File: config.mk
export PLATFORM = sky130hd
export DESIGN_NAME = branch_target_buffer_flat
export DESIGN_NICKNAME = d
export VERILOG_FILES = /design/src/rtl/branch_target_buffer_if.sv /design/src/rtl/branch_target_buffer.sv /design/src/flat_wrapper.sv
export SDC_FILE = /design/constraint.sdc
export NUM_CORES = 2
export LEC_CHECK = 0
export BUFFER_PORTS_ARGS = -buffer_cell sky130_fd_sc_hd__buf_2
export CAP_MARGIN = 5
export CORE_UTILIZATION = 55
export CTS_BUF_LIST = sky130_fd_sc_hd__clkbuf_8
export CTS_CLUSTER_DIAMETER = 200
export DETAILED_ROUTE_END_ITERATION = 7
export PLACE_DENSITY_LB_ADDON = 0.08
export SLEW_MARGIN = 20
export SYNTH_ARGS = -nofsm -noshare
export SYNTH_HDL_FRONTEND = slang
export SYNTH_SLANG_ARGS = --single-unit
File: constraint.sdc
create_clock -name clk -period 5.9 [get_ports clk]
set_input_delay 1.18 -clock clk [delete_from_list [all_inputs] [get_ports clk]]
set_output_delay 1.18 -clock clk [all_outputs]
set_load 0.02 [all_outputs]
File: src/rtl/branch_target_buffer_if.sv
// branch_target_buffer_if: fetch lookup, EX update and statistics bundle for the BTB
interface branch_target_buffer_if #(
  parameter int XLEN = 32,
  parameter int CNT_W = 32
);
  logic en, clear;
  logic [XLEN-1:0] fetch_pc, pred_pc, upd_pc, upd_target, upd_pred_pc;
  logic hit, pred_taken, upd_valid, upd_taken, upd_pred_taken, mispredict;
  logic [CNT_W-1:0] upd_count, mispred_count;
  modport master (
    output en, clear, fetch_pc, upd_valid, upd_pc, upd_taken, upd_target, upd_pred_taken, upd_pred_pc,
    input hit, pred_taken, pred_pc, mispredict, upd_count, mispred_count
  );
  modport slave (
    input en, clear, fetch_pc, upd_valid, upd_pc, upd_taken, upd_target, upd_pred_taken, upd_pred_pc,
    output hit, pred_taken, pred_pc, mispredict, upd_count, mispred_count
  );
endinterface

File: src/rtl/branch_target_buffer.sv
// branch_target_buffer: direct-mapped BTB with 2-bit direction counters and update/mispredict statistics
module branch_target_buffer #(
  parameter int XLEN = 32,
  parameter int ENTRIES = 16,
  parameter int CNT_W = 32,
  localparam int IDX_W = $clog2(ENTRIES)
) (
  input logic clk,
  input logic rst,
  branch_target_buffer_if.slave bus
);
  localparam int TAG_W = XLEN - IDX_W - 2;
  logic [ENTRIES-1:0] valid;
  logic [TAG_W-1:0] tag [ENTRIES];
  logic [XLEN-1:0] target [ENTRIES];
  logic [1:0] ctr [ENTRIES];
  logic [CNT_W-1:0] upd_count, mispred_count;
  logic [IDX_W-1:0] f_idx, u_idx;
  logic [TAG_W-1:0] f_tag, u_tag;
  logic [XLEN-1:0] actual_pc;
  logic hit, pred_taken, u_hit, mis, accept, unused;
  always_comb begin
    f_idx = bus.fetch_pc[IDX_W+1:2];
    f_tag = bus.fetch_pc[XLEN-1:IDX_W+2];
    u_idx = bus.upd_pc[IDX_W+1:2];
    u_tag = bus.upd_pc[XLEN-1:IDX_W+2];
    hit = valid[f_idx] && tag[f_idx] == f_tag;
    pred_taken = hit && ctr[f_idx][1];
    u_hit = valid[u_idx] && tag[u_idx] == u_tag;
    actual_pc = bus.upd_taken ? bus.upd_target : bus.upd_pc + XLEN'(4);
    mis = bus.upd_valid && actual_pc != bus.upd_pred_pc;
    accept = bus.en && bus.upd_valid && !bus.clear;
  end
  assign bus.hit = hit;
  assign bus.pred_taken = pred_taken;
  assign bus.pred_pc = pred_taken ? target[f_idx] : bus.fetch_pc + XLEN'(4);
  assign bus.mispredict = mis;
  assign bus.upd_count = upd_count;
  assign bus.mispred_count = mispred_count;
  // the carried prediction bit is redundant with upd_pred_pc for mispredict detection
  assign unused = bus.upd_pred_taken;
  always_ff @(posedge clk)
    if (rst || (bus.en && bus.clear)) begin
      valid <= '0;
      for (int i = 0; i < ENTRIES; i++) ctr[i] <= 2'b01;
      if (rst) begin
        upd_count <= '0;
        mispred_count <= '0;
      end
    end else if (accept) begin
      upd_count <= upd_count + CNT_W'(upd_count != '1);
      mispred_count <= mispred_count + CNT_W'(mis && mispred_count != '1);
      if (u_hit)
        ctr[u_idx] <= bus.upd_taken ? ctr[u_idx] + 2'(ctr[u_idx] != 2'b11)
                                    : ctr[u_idx] - 2'(ctr[u_idx] != 2'b00);
      else if (bus.upd_taken) begin
        valid[u_idx] <= 1'b1;
        tag[u_idx] <= u_tag;
        ctr[u_idx] <= 2'b10;
      end
      if (bus.upd_taken) target[u_idx] <= bus.upd_target;
    end
endmodule

File: src/flat_wrapper.sv
// flat-port wrapper written by rule: the top's interface ports become plain ports
module branch_target_buffer_flat 
#(
  parameter int XLEN = 32,
  parameter int ENTRIES = 16,
  parameter int CNT_W = 32,
  localparam int IDX_W = $clog2(ENTRIES)
)
  (clk, rst, bus_en, bus_clear, bus_fetch_pc, bus_upd_valid, bus_upd_pc, bus_upd_taken, bus_upd_target, bus_upd_pred_taken, bus_upd_pred_pc, bus_hit, bus_pred_taken, bus_pred_pc, bus_mispredict, bus_upd_count, bus_mispred_count);
  branch_target_buffer_if #(.XLEN(XLEN), .CNT_W(CNT_W)) bus_i ();
  input logic clk;
  input logic rst;
  input wire logic [$bits(bus_i.en)-1:0] bus_en;
  input wire logic [$bits(bus_i.clear)-1:0] bus_clear;
  input wire logic [$bits(bus_i.fetch_pc)-1:0] bus_fetch_pc;
  input wire logic [$bits(bus_i.upd_valid)-1:0] bus_upd_valid;
  input wire logic [$bits(bus_i.upd_pc)-1:0] bus_upd_pc;
  input wire logic [$bits(bus_i.upd_taken)-1:0] bus_upd_taken;
  input wire logic [$bits(bus_i.upd_target)-1:0] bus_upd_target;
  input wire logic [$bits(bus_i.upd_pred_taken)-1:0] bus_upd_pred_taken;
  input wire logic [$bits(bus_i.upd_pred_pc)-1:0] bus_upd_pred_pc;
  output wire logic [$bits(bus_i.hit)-1:0] bus_hit;
  output wire logic [$bits(bus_i.pred_taken)-1:0] bus_pred_taken;
  output wire logic [$bits(bus_i.pred_pc)-1:0] bus_pred_pc;
  output wire logic [$bits(bus_i.mispredict)-1:0] bus_mispredict;
  output wire logic [$bits(bus_i.upd_count)-1:0] bus_upd_count;
  output wire logic [$bits(bus_i.mispred_count)-1:0] bus_mispred_count;
  assign bus_i.en = bus_en;
  assign bus_i.clear = bus_clear;
  assign bus_i.fetch_pc = bus_fetch_pc;
  assign bus_i.upd_valid = bus_upd_valid;
  assign bus_i.upd_pc = bus_upd_pc;
  assign bus_i.upd_taken = bus_upd_taken;
  assign bus_i.upd_target = bus_upd_target;
  assign bus_i.upd_pred_taken = bus_upd_pred_taken;
  assign bus_i.upd_pred_pc = bus_upd_pred_pc;
  assign bus_hit = bus_i.hit;
  assign bus_pred_taken = bus_i.pred_taken;
  assign bus_pred_pc = bus_i.pred_pc;
  assign bus_mispredict = bus_i.mispredict;
  assign bus_upd_count = bus_i.upd_count;
  assign bus_mispred_count = bus_i.mispred_count;
  branch_target_buffer #(.XLEN(XLEN), .ENTRIES(ENTRIES), .CNT_W(CNT_W)) u_core (.clk(clk), .rst(rst), .bus(bus_i));
endmodule
After elaboration in Yosys (flattened, before gate mapping)

Memories as Yosys holds them, arrays and structs flattened.
Index checks and enable logic that the tools add are counted.

Flip-flop bits (word level): 80
Memories: 3
Bits in writable memories: 960
Bits of input ports: 135

Bitwise operators: 3
$add $sub $neg: 6
$lt $le $gt $ge: 3
Reduce and logical (&&, ||, !) cells: 16
Equality and inequality tests: 7
Multiplexer cells: 32

Memories:

| name          | depth | bits a word | read ports | clocked after memory_dff | wr ports | RTL line                   | source |
|---|---|---|---|---|---|---|---|
| u_core.target | 16    | 32          | 1          | 0                        | 1        | branch_target_buffer.sv:15 | `logic [XLEN-1:0] target [ENTRIES];` |
| u_core.tag    | 16    | 26          | 2          | 0                        | 1        | branch_target_buffer.sv:14 | `logic [TAG_W-1:0] tag [ENTRIES];` |
| u_core.ctr    | 16    | 2           | 2          | 0                        | 16       | branch_target_buffer.sv:16 | `logic [1:0] ctr [ENTRIES];` |

Operators by type and width:

| operator              | number |
|---|---|
| $mux 32               | 7 |
| $add 32x1->32         | 2 |
| $add 32x3->32 const B | 2 |
| $ne 32x32->1 const B  | 2 |
| $eq 26x26->1          | 2 |
| $ne 32x32->1          | 1 |
| $mux 1                | 18 |
| $or 16x16->16         | 1 |
| $lt 4x5->1 const B    | 2 |
| $logic_and 1x1->1     | 9 |
| $bmux 1 s4            | 2 |
| $mux 2                | 3 |
| $demux 1 s4           | 1 |
| $ge 4x1->1 const B    | 1 |
| $mux 4                | 1 |
| $ne 2x2->1 const B    | 2 |
| $reduce_bool 2->1     | 2 |
| $reduce_and 3->1      | 1 |
| $add 2x1->2           | 1 |
| $reduce_and 2->1      | 1 |
| $reduce_or 2->1       | 1 |
| $sub 2x1->2           | 1 |
| $logic_not 1->1       | 1 |
| $logic_or 1x1->1      | 1 |
| 2 further kinds       | 2 |

Depth between registers and ports, before layout

Depth after elaboration: 10
Gate-level depth with buffers: 21

Worst setup path before layout

Ideal clock, no wire load.

Path type: input to register
Start: in bus_upd_pc[3]
End: mem u_core.tag[5][0] (netlist bit), enable pin
Setup slack: 0.531 ns
Setup time: 0.385 ns
Path buffers: 3
Arrival: 4.983 ns
Data required time: 5.515 ns
Stages: 9
Cell sequence: buf_4 -> inv_2 -> buf_1 -> ha_1 -> and2_1 -> clkbuf_1 -> nand2_1 -> nor2_1 -> and2_1

Cells in the longest elaborated chain, start to end: 7
Elaborated cells on any way between the ends: 9
Those cells by class: eq/ne: 1; mux: 6; reduce/logical: 1; memory: 1

RTL lines:

| element                                            | RTL line                   | source |
|---|---|---|
| start: declaration                                 | flat_wrapper.sv:17         | `input wire logic [$bits(bus_i.upd_pc)-1:0] bus_upd_pc;` |
| $mem_v2 16x26 / $bmux 1 s4 (equally long branches) | -                          |  |
| $eq 26x26->1 / $mux 1 (equally long branches)      | branch_target_buffer.sv:29 | `u_hit = valid[u_idx] && tag[u_idx] == u_tag;` |
| $logic_and 1x1->1                                  | branch_target_buffer.sv:29 |  |
| $mux 1                                             | branch_target_buffer.sv:53 | `if (u_hit)` |
| $mux 1                                             | branch_target_buffer.sv:50 | `end else if (accept) begin` |
| $mux 1                                             | branch_target_buffer.sv:43 | `if (rst \|\| (bus.en && bus.clear)) begin` |
| $mux 1 (implied by the code)                       | branch_target_buffer.sv:58 | `tag[u_idx] <= u_tag;` |
| end: declaration                                   | branch_target_buffer.sv:14 |  |

Parallel ways exist; a longest one is shown, timed or not. The select of a mux whose other input is x is not followed.

Worst setup path after layout

Start: in bus_fetch_pc[2]
End: out bus_pred_pc[5]

Cells in the longest elaborated chain, start to end: 5
Elaborated cells on any way between the ends: 10
Those cells by class: add/sub: 1; eq/ne: 1; mux: 3; reduce/logical: 2; memory: 3

RTL lines:

| element                                            | RTL line                   | source |
|---|---|---|
| start: declaration                                 | flat_wrapper.sv:15         | `input wire logic [$bits(bus_i.fetch_pc)-1:0] bus_fetch_pc;` |
| $mem_v2 16x26 / $bmux 1 s4 (equally long branches) | -                          |  |
| $eq 26x26->1 / $mux 1 (equally long branches)      | branch_target_buffer.sv:27 | `hit = valid[f_idx] && tag[f_idx] == f_tag;` |
| $logic_and 1x1->1                                  | branch_target_buffer.sv:27 |  |
| $logic_and 1x1->1                                  | branch_target_buffer.sv:28 | `pred_taken = hit && ctr[f_idx][1];` |
| $mux 32 (*)                                        | branch_target_buffer.sv:36 | `assign bus.pred_pc = pred_taken ? target[f_idx] : bus.fetch_pc + XLEN'(4);` |
| end: declaration                                   | flat_wrapper.sv:24         | `output wire logic [$bits(bus_i.pred_pc)-1:0] bus_pred_pc;` |

Mark *: on every way between the ends. The rest lies on a longest branch, timed or not. The select of a mux whose other input is x is not followed.

==> results.toml <==
[status]
outcome = "finished, final reports clean"

[clock_network]
cts-root-buf = "clkbuf_8"
cts.sinks = 1040
h-tree-depth = 4
clk_pin_slew_ns = 0.06
cts_made_buffers = 172
cts_buffer_depth = 3
clock_latency_ns = 0.89
cts_tree = "yes"

[power_and_ir_drop]
p_leak_nw = 18.58
switchingPower_mw = 3.917
powerDensity_nw_per_um2 = 283.1
p_clk_frac = 0.377
vdd_ir_drop_max_mv = 0.2064
p_total_mw = 15.63
swShare = 0.2507
p_int_mw = 11.71
combPwrFrac = 0.096
p_seq_frac = 0.527

[finish]
fin_nets = 3296
syn_to_final_growth_pct = 14.21
final_util = 0.6352
drive_gt1_frac = 0.3230
final_common_cell = "edfxtp_1"
final_cell_mix = "edfxtp_1 (1024), mux4_2 (347), buf_2 (225)"

[critical_path]
cp_max_fo = 18
criticalPathCategory = "input pin to primary output"
r2r_cells = 14
end_kind = "primary output"
critPathArrivalTime_ns = 4.69
reg2reg_to = "u_core.bus.upd_count[28]$_SDFFCE_PP0P_"
required_ns = 4.72
start_kind = "input pin"
critPathCapture = "bus_pred_pc[5]"
cp-startpoint = "bus_fetch_pc[2]"
rr_startpoint = "u_core.bus.upd_count[3]$_SDFFCE_PP0P_"
r2r_slack_ns = 2.10

[logic_synthesis]
synthFlopType = "edfxtp_1"
yosysSeqAreaShare = 0.6429
synthCells = 2755
avgSynthCellArea_sq_um = 17.54
syn_nets = 2900
yosys_warnings = 0
netlist_area_sq_um = 48330
ys_seq_elements = 1040
async_reset_ff_frac = 0
synth-edff-count = 1024
synth.distinct_cells = 78

[detailed_routing]
dr.first_iter.drc_count = 3697
drcViolationCount = 0
wl_per_cell_um = 33.25
drtPass1Iterations = 5
vias_per_cell = 6.734
ant_nets = 0
via_count = 29981
totalWireLength_mm = 148.0

[timing]
slew_headroom = 0.3446
min_period_ns = 5.865
final-hold-violation-count = 0
tightest_slew_ns = 0.9832
fmax_ghz = 0.1705
finalSetupViolations = 0
drv_slew = 0
fin_crit_sh = 0.9941
skew_ns = 0.06842
hold_ws_ns = 0.4895

[grt]
antenna_found_initial = 15
overflow = 0
grt_util_all_layers = 0.3342
grt_pass1_wl_mm = 210.7
grt_max_degree = 81
grt_pass1_vias = 29858

[floorplanning]
num_rows = 108
core_area_sq_um = 86890
die_w_um = 298.4
die_area_sq_um = 89050
ios = 234
die_h_um = 298.4
start_util = 0.5562

[min_path]
min-delay-path-class = "register to register"
hold_path_depth = 1

[placed_design]
gp_congestion = 0.9859
place_hpwl_mm = 96.01
io_buffer_count = 232

[run]
drv_cap = 0
==> repair_timing <==
item | in CTS | in global routing
endpoints found under the setup margin | 3 | 31
hold buffers | 0 | 0
pin swaps | 0 | 1
gates cloned | 0 | 1
resized for setup | 1 | 5
buffers inserted | 0 | 1
==> worst max-delay path: stages <==
cell and delay, ns:
buf_8 0.23, mux4_2 0.56, xor2_1 0.16, nor3b_1 0.20, a31oi_1 0.17, nor4b_1 0.51
buf_4 0.19, o2111ai_1 0.15, nor4bb_4 0.28, buf_4 0.22, clkbuf_16 0.21, mux2_2 0.38
buf_2 0.17
==> metrics by stage <==
step | setup WS, ns | instances | setup TNS, ns | area (sq um)
after floorplan | 0.5314 | 2755 | 0 | 48330
after global placement | 0.002750 | 4130 | 0 | 51940
after detailed placement | -0.001402 | 4130 | -0.002764 | 51940
after CTS | 0.08127 | 4441 | 0 | 55110
after global routing | -0.002871 | 4449 | -0.005666 | 55190
final | 0.03456 | 4452 | 0 | 55200
==> cell usage after synthesis (37+ instances only) <==
master    number  area share
a21oi_1       42      0.0043
and3_1        37      0.0048
buf_2         55      0.0057
clkbuf_1      91      0.0071
edfxtp_1    1024        0.64
mux2_2        44       0.010
mux2i_1      155       0.032
mux4_2       347        0.16
nand2_1       83      0.0064
nand3_1       56      0.0058
nand4_1       54      0.0070
nor2_1       109      0.0085
xnor2_1      139       0.025
xor2_1        79       0.014
==> sequential cells by signal (all words and copies together) (netlist names) <==
signal and cells:
u_core.target 512, u_core.ctr 32, u_core.bus.mispred_count 32, u_core.valid 16, u_core.bus.upd_count 32, u_core.tag 416
==> routing by layer <==
metal	up-vias	global-route usage	wire length, um
met5	-	0	78
met4	12	0.1155	4735
met3	296	0.07692	16830
met2	1968	0.5078	68620
met1	15529	0.4800	57780
li1	12176	-	-
==> layout make-up <==
type	instances	area [sq um]
clock buffer	172	2367
tap	1155	1445
sequential	1040	31070
multi-input combinational	1512	16440
antenna	9	22.52
fill	6140	31690
clock inverter	139	798.3
inverter	15	56.30
timing repair buffer	410	2997
==> worst min-delay path by stage <==
stage | to | start
finish | u_core.valid[12]$_SDFFE_PP0N_ | u_core.valid[12]$_SDFFE_PP0N_
global route | u_core.valid[12]$_SDFFE_PP0N_ | u_core.valid[12]$_SDFFE_PP0N_
CTS | u_core.valid[12]$_SDFFE_PP0N_ | u_core.valid[12]$_SDFFE_PP0N_
detailed placement | u_core.valid[12]$_SDFFE_PP0N_ | u_core.valid[12]$_SDFFE_PP0N_
global placement | u_core.valid[14]$_SDFFE_PP0N_ | u_core.valid[14]$_SDFFE_PP0N_
floorplan | u_core.valid[10]$_SDFFE_PP0N_ | u_core.valid[10]$_SDFFE_PP0N_
==> power groups by stage <==
stage	clock network (mW)	logic [mW]	registers, mW
2_1_floorplan	0	0.826	8.42
4_1_cts	5.99	1.48	8.24
5_1_grt	6.28	1.56	8.24
3_5_place_dp	0	1.47	8.39
3_3_place_gp	0	1.45	8.38
6_report	5.89	1.49	8.24
==> cells by family after synthesis <==
group	count (synthesis)	synth area share
flip-flops	1040	0.6429
multiplexers	546	0.2041
AND/OR/NAND/NOR	506	0.05673
AO/OA/AOI/OAI	232	0.03443
XOR/XNOR	218	0.03951
buffers and inverters	203	0.01975
adder cells (fa/ha/maj)	10	0.002589
(Power assumes the default switching activity.)
